## src/rtl/pipe_pkg.sv

```systemverilog
// Shared encodings for the pipeline hazard controller: forwarding selects,
// controller state encoding and the hard-wired zero register index.
package pipe_pkg;

  localparam logic [1:0] FWD_REG   = 2'b00;
  localparam logic [1:0] FWD_EXMEM = 2'b10;
  localparam logic [1:0] FWD_MEMWB = 2'b01;

  localparam logic [4:0] REG_ZERO = 5'd0;

  typedef enum logic {
    ST_RUN  = 1'b0,
    ST_WAIT = 1'b1
  } pipe_state_e;

  // EX/MEM result is younger than MEM/WB, so it wins when both match.
  function automatic logic [1:0] fwd_sel(input logic [4:0] src,
                                         input logic       exmem_we,
                                         input logic [4:0] exmem_rd,
                                         input logic       memwb_we,
                                         input logic [4:0] memwb_rd);
    logic [1:0] sel;
    sel = FWD_REG;
    if (exmem_we && (exmem_rd != REG_ZERO) && (exmem_rd == src)) begin
      sel = FWD_EXMEM;
    end else if (memwb_we && (memwb_rd != REG_ZERO) && (memwb_rd == src)) begin
      sel = FWD_MEMWB;
    end
    return sel;
  endfunction

endpackage

```

## src/rtl/fwd_unit.sv

```systemverilog
// Combinational ALU operand forwarding selects for both EX-stage source operands.
module fwd_unit
  import pipe_pkg::*;
(
  input  logic [4:0] idex_rs_i,
  input  logic [4:0] idex_rt_i,
  input  logic       exmem_reg_write_i,
  input  logic [4:0] exmem_rd_i,
  input  logic       memwb_reg_write_i,
  input  logic [4:0] memwb_rd_i,
  output logic [1:0] fwd_a_o,
  output logic [1:0] fwd_b_o
);

  always_comb begin
    fwd_a_o = fwd_sel(idex_rs_i, exmem_reg_write_i, exmem_rd_i, memwb_reg_write_i, memwb_rd_i);
    fwd_b_o = fwd_sel(idex_rt_i, exmem_reg_write_i, exmem_rd_i, memwb_reg_write_i, memwb_rd_i);
  end

endmodule

```

## src/rtl/pipeline_ctrl.sv

```systemverilog
// Hazard/sequencing controller for the 5-stage pipeline: memory-wait freeze, branch squash,
// load-use bubble and forwarding. Optional perf counters enabled by PIPE_PERF_CNT_EN.
module pipeline_ctrl
  import pipe_pkg::*;
#(
  parameter int unsigned MEM_LAT = 0,
  parameter int unsigned CNT_W   = 4
) (
  input  logic        clk,
  input  logic        rst_n,
  input  logic [4:0]  ifid_rs,
  input  logic [4:0]  ifid_rt,
  input  logic [4:0]  idex_rs,
  input  logic [4:0]  idex_rt,
  input  logic        idex_mem_read,
  input  logic        exmem_reg_write,
  input  logic [4:0]  exmem_rd,
  input  logic        exmem_mem_acc,
  input  logic        exmem_br_taken,
  input  logic        memwb_reg_write,
  input  logic [4:0]  memwb_rd,
  output logic        pc_en,
  output logic        ifid_en,
  output logic        idex_en,
  output logic        exmem_en,
  output logic        memwb_en,
  output logic        ifid_flush,
  output logic        idex_flush,
  output logic        exmem_flush,
  output logic [1:0]  fwd_a,
  output logic [1:0]  fwd_b,
`ifdef PIPE_PERF_CNT_EN
  output logic [31:0] stall_cycles,
  output logic [31:0] flush_events,
  output logic [31:0] squashed_insts,
`endif
  output logic        state_o
);

  pipe_state_e      state_q, state_d;
  logic [CNT_W-1:0] cnt_q, cnt_d;
  logic             acc_done_q, acc_done_d;
  logic             hold_start, hold, br_flush, load_use;

  fwd_unit u_fwd_unit (
    .idex_rs_i        (idex_rs),
    .idex_rt_i        (idex_rt),
    .exmem_reg_write_i(exmem_reg_write),
    .exmem_rd_i       (exmem_rd),
    .memwb_reg_write_i(memwb_reg_write),
    .memwb_rd_i       (memwb_rd),
    .fwd_a_o          (fwd_a),
    .fwd_b_o          (fwd_b)
  );

  always_comb begin
    hold_start = (state_q == ST_RUN) && exmem_mem_acc && !acc_done_q && (MEM_LAT > 0);
    hold       = hold_start || (state_q == ST_WAIT);
    br_flush   = !hold && exmem_br_taken;
    load_use   = !hold && !br_flush && idex_mem_read && (idex_rt != REG_ZERO) &&
                 ((idex_rt == ifid_rs) || (idex_rt == ifid_rt));
  end

  always_comb begin
    pc_en       = 1'b1;
    ifid_en     = 1'b1;
    idex_en     = 1'b1;
    exmem_en    = 1'b1;
    memwb_en    = 1'b1;
    ifid_flush  = 1'b0;
    idex_flush  = 1'b0;
    exmem_flush = 1'b0;
    if (hold) begin
      pc_en    = 1'b0;
      ifid_en  = 1'b0;
      idex_en  = 1'b0;
      exmem_en = 1'b0;
      memwb_en = 1'b0;
    end else if (br_flush) begin
      ifid_flush  = 1'b1;
      idex_flush  = 1'b1;
      exmem_flush = 1'b1;
    end else if (load_use) begin
      pc_en      = 1'b0;
      ifid_en    = 1'b0;
      idex_flush = 1'b1;
    end
  end

  always_comb begin
    state_d    = state_q;
    cnt_d      = cnt_q;
    acc_done_d = acc_done_q;
    // A completed access stays "done" until the instruction leaves EX/MEM.
    if (exmem_en) acc_done_d = 1'b0;
    unique case (state_q)
      ST_RUN: begin
        if (hold_start) begin
          if (MEM_LAT == 1) begin
            acc_done_d = 1'b1;
          end else begin
            state_d = ST_WAIT;
            cnt_d   = CNT_W'(MEM_LAT - 1);
          end
        end
      end
      ST_WAIT: begin
        cnt_d = cnt_q - 1'b1;
        if (cnt_q == CNT_W'(1)) begin
          state_d    = ST_RUN;
          acc_done_d = 1'b1;
        end
      end
      default: state_d = ST_RUN;
    endcase
  end

  always_ff @(posedge clk) begin
    if (!rst_n) begin
      state_q    <= ST_RUN;
      cnt_q      <= '0;
      acc_done_q <= 1'b0;
    end else begin
      state_q    <= state_d;
      cnt_q      <= cnt_d;
      acc_done_q <= acc_done_d;
    end
  end

  assign state_o = (state_q == ST_WAIT);

`ifdef PIPE_PERF_CNT_EN
  logic [31:0] stall_cycles_q, flush_events_q, squashed_insts_q;

  always_ff @(posedge clk) begin
    if (!rst_n) begin
      stall_cycles_q   <= '0;
      flush_events_q   <= '0;
      squashed_insts_q <= '0;
    end else begin
      if (hold || load_use) stall_cycles_q <= stall_cycles_q + 32'd1;
      if (br_flush) begin
        flush_events_q   <= flush_events_q + 32'd1;
        squashed_insts_q <= squashed_insts_q + 32'd3;
      end
    end
  end

  assign stall_cycles   = stall_cycles_q;
  assign flush_events   = flush_events_q;
  assign squashed_insts = squashed_insts_q;
`endif

endmodule

```

## config.mk

```make
export PLATFORM = sky130hd
export DESIGN_NAME = pipeline_ctrl
export DESIGN_NICKNAME = d
export VERILOG_FILES = /design/src/rtl/pipe_pkg.sv /design/src/rtl/fwd_unit.sv /design/src/rtl/pipeline_ctrl.sv
export SDC_FILE = /design/constraint.sdc
export NUM_CORES = 1
export LEC_CHECK = 0
export BUFFER_PORTS_ARGS = -buffer_cell sky130_fd_sc_hd__buf_2
export CAP_MARGIN = 20
export CORE_ASPECT_RATIO = 1.4
export CORE_MARGIN = 3
export CORE_UTILIZATION = 25
export CTS_CLUSTER_DIAMETER = 40
export DETAILED_ROUTE_END_ITERATION = 6
export PLACE_DENSITY = 0.63
export SYNTH_ARGS = -nofsm -noshare
export SYNTH_HDL_FRONTEND = slang
export SYNTH_SLANG_ARGS = --single-unit
```

## constraint.sdc

```tcl
create_clock -name clk -period 1.9 [get_ports clk]
set_input_delay 0.38 -clock clk [delete_from_list [all_inputs] [get_ports clk]]
set_output_delay 0.38 -clock clk [all_outputs]
set_load 0.02 [all_outputs]
```

==> impl_results.md <==
- Grt total ovfl: 0
- Clock Root Buffer: clkbuf_4
- Setup Viol. Count Final: 2
- Worst setup path class: primary input to primary output
- Max cap viols: 0
- Vias in the first global route: 738
- Detailed placement HPWL: 1.795 mm
- Number of detailed-route iterations in the first pass: 2
- Register bit total from synthesis: 5
- # diodes: 0
- Post-route DRC: 0
- GRT Total Usage: 11.45%
- CTS tree: done
- Slew headroom: 77.27%
- Status: finished, violations left
- I/O Pins: 50
- DIE HEIGHT: 69.14 um
- Starting Density: 26.66%
- Failing checks: negative setup slack
- First-pass GRT wire length: 3.146 mm
- Pleak: 0.5413 nW
- Placed insts: 175
- Worst-Margin Slew: 338.5 ps
- Core area: 2670 sq um
- Met2 Resource Use GR: 21.52%
- WHS: 398.7 ps
- Area grow syn2layout: 67.49%
- Synth cell types: 24
- Seq/Total Area, Yosys: 14.06%
- Period utilization: 107.6%
- Routed wire length: 2.129 mm
- CTS clk-pin slew, worst paths: 40 ps
- Num CTS Buffers: 3
- Min-Delay Path Depth: 2
- Nets: 183
- Busiest layer in global routing: met2
- Drt via density: 4.536
- Average wire per cell in the routed design: 11.89 um
- Peak supply drop: 0.0003167 V
- Hold endpoint: cnt_q[2]$_SDFFE_PN0P_
- Row count: 22
- Worst path required time: 1520 ps
- Met1 usage: 11.58%
- Syn_nets: 126
- Worst Clk Skew: 5.260 ps
- Routed Antenna Nets: 0
- Clock Latency Late Sink: 240 ps
- CTS Buffer Depth: 2
- Final WS setup: -144.1 ps
- Warning count from the yosys run: 0
- Met3 usage in global routing: 3.456%
- Crit Path Max Fanout: 3
- Syn Inst Count: 87
- Worst-case reg-to-reg path depth: 4
- CTS sink count: 5
- RSZ-0062 raised after global routing: yes
- Final hold violations: 0
- Tmin final: 2044 ps
- Setup crit end kind: primary output
- Chip width: 51.10 um
- F_max: 489.2 MHz
- Hold_sp: rst_n
- Syn Area/Cell: 8.183 sq um
- Number of port buffers: 48
- Iteration-0 DRC Markers: 6
- H-tree levels: 1
- Largest net degree at the start of global routing: 10
- Worst reg2reg startpoint: state_o$_SDFF_PN0_
- WP data arrival: 1660 ps
- Post-Syn Area: 711.9 sq um
- Die Area: 3533 sq um
- Post-CTS setup buffers: 0
- Pwr dens: 366.9 nW/um^2
- Slew Limit Fails: 0
- Critical Path Start Type: primary input
- Initial antenna violation count: 0
- Layout cells sized above 1: 56.64%
- Fin cells: 179
- Total power: 437.4 uW
- R2r endpoint: cnt_q[3]$_SDFFE_PN0P_
- TNS Setup: -283.0 ps
- Register-to-register setup slack: 530 ps
- HP Class: primary input to flip-flop
- Final GP Congestion: 0.7253
- Via count: 812
## where the power goes
part / internal, mW / switching, mW / leakage [nW]
logic: 0.107 / 0.103 / 0.486
clock network: 0.0794 / 0.0431 / 0.0150
registers: 0.105 / 0 / 0.0402
total: 0.292 / 0.146 / 0.541
## cell families after synthesis
kind of cell,synth area share [%]
AO/OA/AOI/OAI,8.612
XOR/XNOR,40.60
adder cells (fa/ha/maj),3.514
buffers and inverters,9.665
flip-flops,14.06
AND/OR/NAND/NOR,23.55
## worst max path at each step
stage / start / end / slack (ps) / cells after the start
final: memwb_rd[4] / fwd_b[0] / -140 / 6
after CTS: memwb_rd[4] / fwd_b[0] / -150 / 6
after floorplan: idex_rt[0] / fwd_b[0] / -50 / 4
after global placement: memwb_rd[0] / fwd_a[0] / -190 / 6
after global routing: memwb_rd[4] / fwd_a[0] / -190 / 5
after detailed placement: memwb_rd[0] / fwd_a[0] / -210 / 6
## cell usage after synthesis
| master | count | share of area [%] |
|---|---|---|
| xor2_1 | 16 | 20 |
| or4_1 | 3 | 3.2 |
| dfxtp_1 | 5 | 14 |
| o22ai_1 | 1 | 0.88 |
| nor4_1 | 1 | 0.88 |
| inv_1 | 4 | 2.1 |
| xnor2_1 | 17 | 21 |
| ha_1 | 2 | 3.5 |
| a41o_1 | 1 | 1.4 |
| o21ai_1 | 1 | 0.70 |
| and2_1 | 3 | 2.6 |
| nor4_2 | 4 | 7.0 |
| clkbuf_1 | 5 | 2.6 |
| a21oi_1 | 1 | 0.70 |
| or4_4 | 1 | 1.6 |
| o21ai_4 | 1 | 2.3 |
| nor3_1 | 1 | 0.70 |
| nand2_1 | 6 | 3.2 |
| nor2_1 | 3 | 1.6 |
| buf_2 | 1 | 0.70 |
| o211a_1 | 1 | 1.4 |
| nand3_1 | 4 | 2.8 |
| buf_4 | 4 | 4.2 |
| a41oi_1 | 1 | 1.2 |
## through the flow
step | utilization [%] | worst slack, ps | cell area [sq um]
detailed placement | 40.67 | -213.0 | 1086
global route | 44.66 | -187.0 | 1192
CTS | 42.74 | -148.7 | 1141
floorplan | - | -53.57 | 773.2
global placement | 40.67 | -189.5 | 1086
finish | 44.66 | -144.1 | 1192
## registers in the layout, summed over array words and instances (netlist names)
register  flops
cnt_q         4
state_o       1
## layer usage
layer	part of all wire, %	wire length, um	up-vias
li1	-	-	396
met1	33	710	368
met2	54	1152	44
met3	10	216	4
met4	2.3	50	0
met5	0	0	-
## cells in the final DEF, fill, tap and decap left out, types with 2 or more instances in the layout
cell type  instances
inv_1              4
xor2_1            16
buf_2             42
nand2_1            6
ha_1               2
buf_6              2
xnor2_2            4
nor2_1             3
buf_4             18
nor4_4             4
or4_4              3
clkbuf_4           3
xnor2_1           13
nand3_1            3
and2_1             3
dfxtp_1            5
## area by class of cell
class                   count  area, sq um
flip-flops and latches      5        100.1
clock buffers               4        26.28
multi-input cells          68        638.1
repair buffers             62        367.9
well taps                  36        45.04
inverters                   4        15.01
fillers                   261         1478
## repair_timing
action | 4_1_cts | 5_1_grt
hold buffers | 0 | 0
endpoints found under the setup margin | 7 | 7
pin swaps | 2 | 5
resized for setup | 7 | 10
## critical path: stages
cell,delay [ps]
buf_2,120
or4_1,120
o21ai_2,60
or4_4,540
nor4_4,270
buf_4,170
No activity file was read; power rests on OpenSTA's default activity.
